$ cat src/rtl/irq_if.sv
// Interrupt controller bus: peripheral flags, CPU handshake and status outputs.
// The master side (CPU/peripheral environment) drives flags and handshakes;
// the slave side (irq_ctrl) returns the request, id, clears and status.
interface irq_if #(
  parameter int NUM_SRC = 4,
  parameter int ID_W    = 2,
  parameter int CNT_W   = 16
);
  logic [NUM_SRC-1:0] irq_src;
  logic [NUM_SRC-1:0] irq_mask;
  logic               pc_kernel;
  logic               irq_ack;
  logic               eret;
  logic               irq_req;
  logic [ID_W-1:0]    irq_id;
  logic [NUM_SRC-1:0] src_clr;
  logic               in_service;
  logic [CNT_W-1:0]   miss_cnt;

  modport master (
    output irq_src, irq_mask, pc_kernel, irq_ack, eret,
    input  irq_req, irq_id, src_clr, in_service, miss_cnt
  );

  modport slave (
    input  irq_src, irq_mask, pc_kernel, irq_ack, eret,
    output irq_req, irq_id, src_clr, in_service, miss_cnt
  );
endinterface

$ cat src/rtl/irq_ctrl.sv
// Interrupt controller: edge-detects peripheral flags, holds them pending,
// raises one masked, lowest-index-first request to the CPU, and pulses a
// clear back to the serviced source once the CPU acknowledges.
module irq_ctrl #(
  parameter int NUM_SRC = 4,
  parameter int ID_W    = 2,
  parameter int CNT_W   = 16
) (
  input  logic  clk_in,
  input  logic  reset,
  irq_if.slave  bus
);
  localparam int SUM_W = CNT_W + 1;

  typedef enum logic [1:0] {IDLE, REQ, SERVICE} state_t;

  state_t             state_q, state_d;
  logic [NUM_SRC-1:0] pend_q, pend_d;
  logic [NUM_SRC-1:0] prev_q, prev_d;
  logic [NUM_SRC-1:0] src_clr_q, src_clr_d;
  logic               armed_q, armed_d;
  logic [ID_W-1:0]    id_q, id_d;
  logic [CNT_W-1:0]   miss_q, miss_d;

  logic [NUM_SRC-1:0] rise;
  logic [NUM_SRC-1:0] cand;
  logic [NUM_SRC-1:0] clr;
  logic [NUM_SRC-1:0] miss_vec;
  logic [ID_W-1:0]    winner;
  logic               any_cand;
  logic [SUM_W-1:0]   miss_sum;

  // A level already high when reset releases is not an edge: the first
  // cycle after reset only loads the previous-sample register.
  assign rise = armed_q ? (bus.irq_src & ~prev_q) : '0;
  assign cand = pend_q & bus.irq_mask;

  // Lowest enabled pending index wins.
  always_comb begin
    winner   = '0;
    any_cand = |cand;
    for (int i = NUM_SRC - 1; i >= 0; i--) begin
      if (cand[i]) winner = ID_W'(i);
    end
  end

  // Request/service state machine; clr marks the source being acknowledged.
  always_comb begin
    state_d = state_q;
    id_d    = id_q;
    clr     = '0;
    case (state_q)
      IDLE: begin
        if (any_cand && !bus.pc_kernel) begin
          state_d = REQ;
          id_d    = winner;
        end
      end
      REQ: begin
        if (bus.irq_ack) begin
          state_d = SERVICE;
          clr     = NUM_SRC'(1) << id_q;
        end else if (!cand[id_q]) begin
          state_d = IDLE;
        end
      end
      SERVICE: begin
        if (bus.eret) state_d = IDLE;
      end
      default: state_d = IDLE;
    endcase
  end

  // Pending set/clear (a new edge beats a same-cycle clear) and the
  // saturating count of edges that landed on an already pending source.
  always_comb begin
    pend_d    = '0;
    miss_vec  = '0;
    miss_sum  = {1'b0, miss_q};
    for (int i = 0; i < NUM_SRC; i++) begin
      pend_d[i]   = rise[i] | (pend_q[i] & ~clr[i]);
      miss_vec[i] = rise[i] & pend_q[i] & ~clr[i];
      miss_sum    = miss_sum + SUM_W'(miss_vec[i]);
    end
    miss_d    = miss_sum[CNT_W] ? '1 : miss_sum[CNT_W-1:0];
    prev_d    = bus.irq_src;
    armed_d   = 1'b1;
    src_clr_d = clr;
  end

  // State and datapath registers.
  always_ff @(posedge clk_in or posedge reset) begin
    if (reset) begin
      state_q   <= IDLE;
      pend_q    <= '0;
      prev_q    <= '0;
      src_clr_q <= '0;
      armed_q   <= 1'b0;
      id_q      <= '0;
      miss_q    <= '0;
    end else begin
      state_q   <= state_d;
      pend_q    <= pend_d;
      prev_q    <= prev_d;
      src_clr_q <= src_clr_d;
      armed_q   <= armed_d;
      id_q      <= id_d;
      miss_q    <= miss_d;
    end
  end

  assign bus.irq_req    = (state_q == REQ);
  assign bus.in_service = (state_q == SERVICE);
  assign bus.irq_id     = id_q;
  assign bus.src_clr    = src_clr_q;
  assign bus.miss_cnt   = miss_q;
endmodule
$ cat src/flat_wrapper.sv
// flat-port wrapper written by rule: the top's interface ports become plain ports
module irq_ctrl_flat 
#(
  parameter int NUM_SRC = 4,
  parameter int ID_W    = 2,
  parameter int CNT_W   = 16
)
  (clk_in, reset, bus_irq_src, bus_irq_mask, bus_pc_kernel, bus_irq_ack, bus_eret, bus_irq_req, bus_irq_id, bus_src_clr, bus_in_service, bus_miss_cnt);
  irq_if #(.NUM_SRC(NUM_SRC), .ID_W(ID_W), .CNT_W(CNT_W)) bus_i ();
  input  logic clk_in;
  input  logic reset;
  input wire logic [$bits(bus_i.irq_src)-1:0] bus_irq_src;
  input wire logic [$bits(bus_i.irq_mask)-1:0] bus_irq_mask;
  input wire logic [$bits(bus_i.pc_kernel)-1:0] bus_pc_kernel;
  input wire logic [$bits(bus_i.irq_ack)-1:0] bus_irq_ack;
  input wire logic [$bits(bus_i.eret)-1:0] bus_eret;
  output wire logic [$bits(bus_i.irq_req)-1:0] bus_irq_req;
  output wire logic [$bits(bus_i.irq_id)-1:0] bus_irq_id;
  output wire logic [$bits(bus_i.src_clr)-1:0] bus_src_clr;
  output wire logic [$bits(bus_i.in_service)-1:0] bus_in_service;
  output wire logic [$bits(bus_i.miss_cnt)-1:0] bus_miss_cnt;
  assign bus_i.irq_src = bus_irq_src;
  assign bus_i.irq_mask = bus_irq_mask;
  assign bus_i.pc_kernel = bus_pc_kernel;
  assign bus_i.irq_ack = bus_irq_ack;
  assign bus_i.eret = bus_eret;
  assign bus_irq_req = bus_i.irq_req;
  assign bus_irq_id = bus_i.irq_id;
  assign bus_src_clr = bus_i.src_clr;
  assign bus_in_service = bus_i.in_service;
  assign bus_miss_cnt = bus_i.miss_cnt;
  irq_ctrl #(.NUM_SRC(NUM_SRC), .ID_W(ID_W), .CNT_W(CNT_W)) u_core (.clk_in(clk_in), .reset(reset), .bus(bus_i));
endmodule
$ cat config.mk
export PLATFORM = sky130hd
export DESIGN_NAME = irq_ctrl_flat
export DESIGN_NICKNAME = d
export VERILOG_FILES = /design/src/rtl/irq_if.sv /design/src/rtl/irq_ctrl.sv /design/src/flat_wrapper.sv
export SDC_FILE = /design/constraint.sdc
export NUM_CORES = 1
export LEC_CHECK = 0
export ABC_CLOCK_PERIOD_IN_PS = 8800
export BUFFER_PORTS_ARGS = -buffer_cell sky130_fd_sc_hd__buf_4
export CAP_MARGIN = 20
export CORE_UTILIZATION = 56
export DETAILED_ROUTE_END_ITERATION = 7
export GPL_TIMING_DRIVEN = 0
export PLACE_DENSITY = 0.83
export SYNTH_ARGS = -nofsm -noshare
export SYNTH_HDL_FRONTEND = slang
export SYNTH_SLANG_ARGS = --single-unit
$ cat constraint.sdc
create_clock -name clk_in -period 8.8 [get_ports clk_in]
set_input_delay 0.88 -clock clk_in [delete_from_list [all_inputs] [get_ports clk_in]]
set_output_delay 0.88 -clock clk_in [all_outputs]
set_load 0.02 [all_outputs]
==> results of run 1 <==
-- flip-flops by register name (all words and copies together), names as in the netlist --
name                 count
u_core.state_q           2
u_core.pend_q            4
u_core.armed_q           1
u_core.bus.src_clr       4
u_core.bus.irq_id        2
u_core.prev_q            4
u_core.bus.miss_cnt     16
-- critical path, delay by kind of cell --
kind	cells	cell delay (ns)
compound gates	1	0.16
buf+inv	2	0.18
simple gates	5	0.82
fa+ha+maj	3	1.39
mux	1	0.27
-- worst paths after layout --
| path | cells past startpoint | end | start |
|---|---|---|---|
| max | 12 | u_core.bus.miss_cnt[13]$_DFF_PP0_ | bus_irq_ack |
| min | 2 | u_core.pend_q[1]$_DFF_PP0_ | u_core.prev_q[1]$_DFF_PP0_ |
| max reg2reg | 12 | u_core.bus.miss_cnt[13]$_DFF_PP0_ | u_core.state_q[0]$_DFFE_PP0P_ |
| min reg2reg | 2 | u_core.pend_q[1]$_DFF_PP0_ | u_core.prev_q[1]$_DFF_PP0_ |
| max in group asynchronous | 3 | u_core.prev_q[2]$_DFF_PP0_ | reset |
| min in group asynchronous | 2 | u_core.bus.miss_cnt[15]$_DFF_PP0_ | reset |
-- power breakdown --
group | switching, mW | leakage [nW] | internal, mW
clock | 0.0489 | 0.0413 | 0.0463
combinational | 0.103 | 0.558 | 0.0857
sequential | 0.0343 | 0.404 | 0.187
total | 0.186 | 1.00 | 0.319
-- stage by stage --
step	hold WS [ns]	utilization, %
after floorplan	0.482	-
after global placement	0.500	73.1
after detailed placement	0.521	74.2
after CTS	0.538	76.9
after global routing	0.565	76.9
final	0.536	76.9
-- cell families after synthesis --
kind of cell | Yosys count
muxes | 5
and+or+nand+nor | 62
AOI/OAI and AO/OA | 20
DFF | 33
other | 1
buffers and inverters | 14
adders and majority gates | 4
xor gates and xnor gates | 6
-- cells in the mapped netlist, types with 2 or more instances --
cell type   n  area share [%]
xor2_1      6             3.3
nor3_1      4             1.3
nand2_1    21             5.0
inv_1      10             2.4
nor2_1      6             1.4
nand4_1     7             2.8
nand2b_1    2            0.80
nor3_2      2             1.3
and4_1      3             1.7
mux2_2      3             2.2
nand3_1     6             1.9
o21ai_0     5             1.6
fa_1        3             3.8
a21oi_1     4             1.3
dfrtp_1    33              53
nor2b_1     4             1.6
a21o_1      2            0.96
-- area by class of cell --
class,instances,area share [%]
Clock buffer,7,3.29
Clock inverter,1,0.253
Tap cell,30,1.90
Timing Repair Buffer,37,15.1
Inverter,10,1.90
Multi-Input combinational cell,98,33.9
Sequential cell,33,41.8
Buffer,4,1.90
-- metal layers --
metal	up-vias	wire, um	track usage (%)
li1	592	-	-
met1	590	1370	29.3
met2	46	1530	44.8
met3	10	192	6.83
met4	0	59	12.1
met5	-	0	0
==> impl_results.md, run 1 <==
* HPWL Detailed at 2420 um
* Final wirelength at 3150 um
* TritonRoute pass-1 iters at 4
* Largest net degree at the start of global routing at 18
* Placed cell area at 0.00191 mm^2
* Pre-CTS WS at 4.95 ns
* Status: completed
* Syn_area_per_cell at 10.8 um^2
* Reg area at 826 um^2
* P_leak at 1.00 nW
* Total gr overflow at 0
* GP Congestion at 0.810
* Setup Crit Path Kind: in2reg
* Final nets at 206
* Mapped Nets at 162
* R2R Setup Slk at 5.41 ns
* Worst EP arrival at 3.72 ns
* Final WS setup at 5.30 ns
* CP Launch Type: primary input
* Synth Flop Type: dfrtp_1
* Worst min-delay path category: reg2reg
* Synth Area in Compound Gates at 8.61%
* Register area share after synthesis at 52.6%
* Fmax at 286 MHz
* Yosys warning count at 0
* CP Cell Sequence: buf_4, and3b_1, nand2_1, o2111ai_1, fa_1, inv_1, fa_1, fa_1, and4_1, nand4_1, nand2_1, mux2_2
* Initial antenna violation count at 0
* Largest family of logic cells by synthesized area: simple AND/OR/NAND/NOR gates
* Post-CTS Hold Buffers at 0
* Simple-Gate Fraction of Synth Area at 21.6%
* Crit end category: flip-flop
* Peak supply drop at 0.219 mV
* CP Max Fanout at 4
* Tcrit/Tclk final at 39.8%
* FFs w/ async S/R, synth at 100%
* Cell row count at 18
* DRC viols at 0
* Req. time, crit path at 9.02 ns
* Initial core utilization at 61.2%
* Sink Count at 33
* Core Area at 0.00257 mm^2
* Avg WL per Cell at 14.3 um
* Worst Tran Pin Value at 0.722 ns
* Cts bufs inserted at 5
* Worst-path clk slew at 0.09 ns
* Pwr Total at 0.505 mW
* Critical Path Most Common Cell: fa_1
* Slowest cell on the critical path: fa_1
* Final setup violation count at 0
* Final hold vios at 0
* Mux share of post-synthesis cell area at 4.22%
* Layout cells sized above 1 at 30.5%
* Synthesis-to-layout area growth at 25.8%
* Final instance area at 0.00198 mm^2
* Root Buffer: clkbuf_4
* Max transition margin at 51.8%
* Top Ports at 37
* Post-CTS resize count at 0
* Most frequent cells in the layout: 37 x buf_4, 33 x dfrtp_1, 21 x nand2_1, 10 x inv_1, 7 x nand4_1
* Final Instance Count excl. Fillers at 220
* Most common cell after layout, fill and taps aside: buf_4
* CTS tree: yes
* GRT Resource Usage Total at 25.8%
* Post-synthesis xor/xnor area fraction at 3.35%
* Count of cell types in the netlist at 41
* Worst-Skew Late Latency at 0.33 ns
* Max-cap violation count at 0
* Post-layout minimum cycle time at 3.50 ns
* Post-Place Cells at 212
* Syn Std Cell Area at 0.00157 mm^2
* Post-Synth Adder-Cell Area at 4.62%
* Input/output buffers at 36
* Final ANT Viol Nets at 0
* Via count at 1238
* Die Y at 55.0 um
* Die X at 55.0 um
* Die ar. at 0.00302 mm^2
* Max-slew violation count at 0
* Vias per cell at 5.63
* Multi-input combinational cell area at 669 um^2
* Worst clock skew at 0.00523 ns
* Post-synth EDFFs at 0
* Yosys reg bits at 33
* Vias in the first global route at 1288
* Fillers at 184
* Worst path max stage delay at 0.55 ns
* Mapped Cells at 145
* Post-CTS setup buffer count at 0
* Clock Path Buffers at 2
* RSZ-0062 raised after global routing: false
* Antenna diodes at 0
* Starting DRT DRC Count at 30
* H-tree levels at 2
* Global-route wire length before repair at 5320 um
* Setup TNS at 0 ns
* PD cells at 256 mW/mm^2
Power figures use the tool's default switching activity.
==> run 2: changes to the inputs <==
ABC_AREA = 1   (was not set)
ABC_CLOCK_PERIOD_IN_PS = 3000   (was 8800)
CORE_UTILIZATION = 48   (was 56)
PLACE_DENSITY = 0.75   (was 0.83)
clock period = 3 ns   (was 8.8 ns; I/O delays follow)
==> impl_results.md, run 2 <==
* Final wirelength at 3650 um
* Yosys reg bits at 33
* Vias in the first global route at 1325
* Avg WL per Cell at 11.7 um
* P_leak at 1.19 nW
* Final nets at 282
* Initial core utilization at 50.3%
* PD cells at 714 mW/mm^2
* Clock power share at 22.0%
* Crit-path leading delay family: adder cells
* Global-route wire length before repair at 5750 um
* TritonRoute pass-1 iters at 4
* GP Congestion at 0.886
* H-tree levels at 2
* Most frequent cells in the layout: 57 x nand2_1, 47 x buf_4, 31 x dfrtp_1, 26 x nor2_1, 23 x inv_1
* Critical Path Most Common Cell: inv_2
* Hold_ws at -0.00839 ns
* Most common cell after layout, fill and taps aside: nand2_1
* Net Switching at 0.627 mW
* Synthesis-to-layout area growth at 35.9%
* Die Y at 61.4 um
* Clock Path Buffers at 2
* Fillers at 304
* Top Ports at 37
* Worst Tran Pin Value at 0.552 ns
* Die ar. at 0.00377 mm^2
* Failing checks: hold timing, setup timing
* Mapped Cells at 209
* Max transition margin at 63.2%
* HPWL Detailed at 2530 um
* Crit end category: flip-flop
* Total gr overflow at 0
* Post-layout minimum cycle time at 3.01 ns
* Starting DRT DRC Count at 51
* Via count at 1498
* Slowest cell on the critical path: fa_1
* Cts bufs inserted at 5
* Antenna diodes at 0
* Mapped Nets at 226
* Final hold vios at 8
* Cell accounting for the most synthesized area: dfrtp_1
* Worst-Skew Late Latency at 0.35 ns
* Largest register FFs at 16
* Fmax at 332 MHz
* Synth cell count leaders: 59 x nand2_1, 33 x dfrtp_1, 26 x inv_1, 26 x nor2_1, 19 x nand3_1
* Sw Share at 38.2%
* Core Area at 0.00336 mm^2
* Most common cell in the synthesized netlist: nand2_1
* CTS tree: yes
* FFs w/ async S/R, synth at 100%
* Setup Crit Path Kind: reg2reg
* Worst min-delay path category: in2async
* Yosys warning count at 0
* P_int at 1.02 mW
* Buffers & Inverters on Critical Path at 4
* Most area-consuming cells after synthesis: dfrtp_1 49%, nand2_1 13%, inv_1 5.8%
* Final WS setup at -0.00888 ns
* Largest net degree at the start of global routing at 23
* Share of the synthesized area in the top cell type at 48.8%
* Max-cap violation count at 0
* Tcrit/Tclk final at 100%
* Final ANT Viol Nets at 0
* GRT Resource Usage Total at 21.3%
* Vias per cell at 4.80
* Worst path max stage delay at 0.53 ns
* Synth Flop Type: dfrtp_1
* Root Buffer: clkbuf_4
* Count of cell types in the netlist at 24
* Req. time, crit path at 3.23 ns
* Syn Std Cell Area at 0.00169 mm^2
* Status: complete, but fails checks
* Die X at 61.4 um
* CP Max Fanout at 5
* Layout cells sized above 1 at 32.7%
* Sequential Power Share at 39.8%
* Cell row count at 21
* Post-synth EDFFs at 0
* CP Launch Type: flip-flop
* RSZ-0062 raised after global routing: true
* Post-CTS Hold Buffers at 0
* Register area share after synthesis at 48.8%
* Initial antenna violation count at 0
* CP Cell Sequence: inv_2, nor2_4, nand2_4, o21ai_4, or2_4, fa_1, inv_2, fa_2, fa_2, nand2_4, nor2_4, nand2_2, inv_2, nand3_4, buf_6, nand3_2
* Worst clock skew at 0.00821 ns
* Syn_area_per_cell at 8.09 um^2
* Input/output buffers at 36
* Final setup violation count at 2
* Gate power share at 38.1%
* Worst-path clk slew at 0.11 ns
* Fin util at 68.4%
* Peak supply drop at 0.456 mV
* Worst EP arrival at 3.24 ns
* DRC viols at 0
* Sink Count at 33
* Max-slew violation count at 0
[run 2: cell count changes in the layout (fill, tap and decap cells not counted), sizes merged, moves of 4 or more]
cell,before,now
nand2,21,63
nor2,6,30
inv,10,28
nand3,7,22
buf,40,50
nor3,6,1
nor2b,4,0
xor2,6,2
[run 2: cell type report]
cell class	count	area [um^2]	area share [%]
Sequential cell	33	828	36.0
Multi-Input combinational cell	147	817	35.5
Timing Repair Buffer	49	392	17.0
Inverter	28	105	4.57
Tap cell	46	57.6	2.50
Clock buffer	6	51.3	2.23
Clock inverter	2	37.5	1.63
Buffer	1	11.3	0.490
[run 2: worst paths after layout]
check	startpoint	to	slack [ns]	cells past startpoint
max	u_core.state_q[0]$_DFFE_PP0P_	u_core.bus.miss_cnt[13]$_DFF_PP0_	-0.009	16
min	reset	u_core.bus.src_clr[3]$_DFF_PP0_	-0.008	2
max reg2reg	u_core.state_q[0]$_DFFE_PP0P_	u_core.bus.miss_cnt[13]$_DFF_PP0_	-0.009	16
min reg2reg	u_core.prev_q[0]$_DFF_PP0_	u_core.pend_q[0]$_DFF_PP0_	0.48	1
max in group asynchronous	reset	u_core.bus.irq_id[0]$_DFFE_PP0P_	2.51	3
min in group clk_in	bus_irq_src[1]	u_core.prev_q[1]$_DFF_PP0_	0.06	1
[run 2: through the flow]
step	power, mW	cells	setup slack (ns)	setup TNS [ns]	instance area [um^2]
after global placement	1.16	291	-0.183	-1.81	2030
after detailed placement	1.17	292	-0.226	-2.41	2050
after global routing	1.75	312	-0.0974	-0.701	2300
after CTS	1.57	305	0.00149	0	2190
after floorplan	0.977	209	0.00493	0	1700
final	1.64	312	-0.00888	-0.00959	2300
[run 2: cell families after synthesis]
kind of cell,count (synthesis),share of synthesized area [%]
AOI/OAI and AO/OA,11,3.40
xor gates and xnor gates,4,2.07
adders and majority gates,4,4.29
buffers and inverters,29,6.88
DFF,33,48.8
other,1,0.222
and+or+nand+nor,127,34.3
[run 2: layer usage]
metal,GRT usage [%],routed length (um),vias to the layer above
met5,0,0,-
met4,8.25,59,0
met3,5.88,193,5
met2,33.2,1690,37
met1,28.3,1710,689
li1,-,-,767
[run 2: power groups by stage]
| stage | logic [mW] | clock network [mW] | registers, mW |
|---|---|---|---|
| finish | 0.626 | 0.362 | 0.654 |
| global route | 0.699 | 0.383 | 0.669 |
| CTS | 0.557 | 0.368 | 0.645 |
| detailed placement | 0.517 | 0 | 0.656 |
| global placement | 0.506 | 0 | 0.656 |
| floorplan | 0.270 | 0 | 0.707 |
[run 2: repair_timing]
action | in CTS | in global routing
pin swaps | 4 | 11
gates resized for setup | 5 | 15
setup endpoints to repair | 16 | 16
buffers inserted | 4 | 7
cloned | 1 | 0
[run 2: worst reg2reg max path, cell delays in order, from the launching register on]
cell	delay (ns)
dfrtp_1	0.41
inv_2	0.09
nor2_4	0.05
nand2_4	0.09
o21ai_4	0.07
or2_4	0.25
fa_1	0.53
inv_2	0.05
fa_2	0.41
fa_2	0.40
nand2_4	0.09
nor2_4	0.05
nand2_2	0.07
inv_2	0.05
nand3_4	0.08
buf_6	0.15
nand3_2	0.07
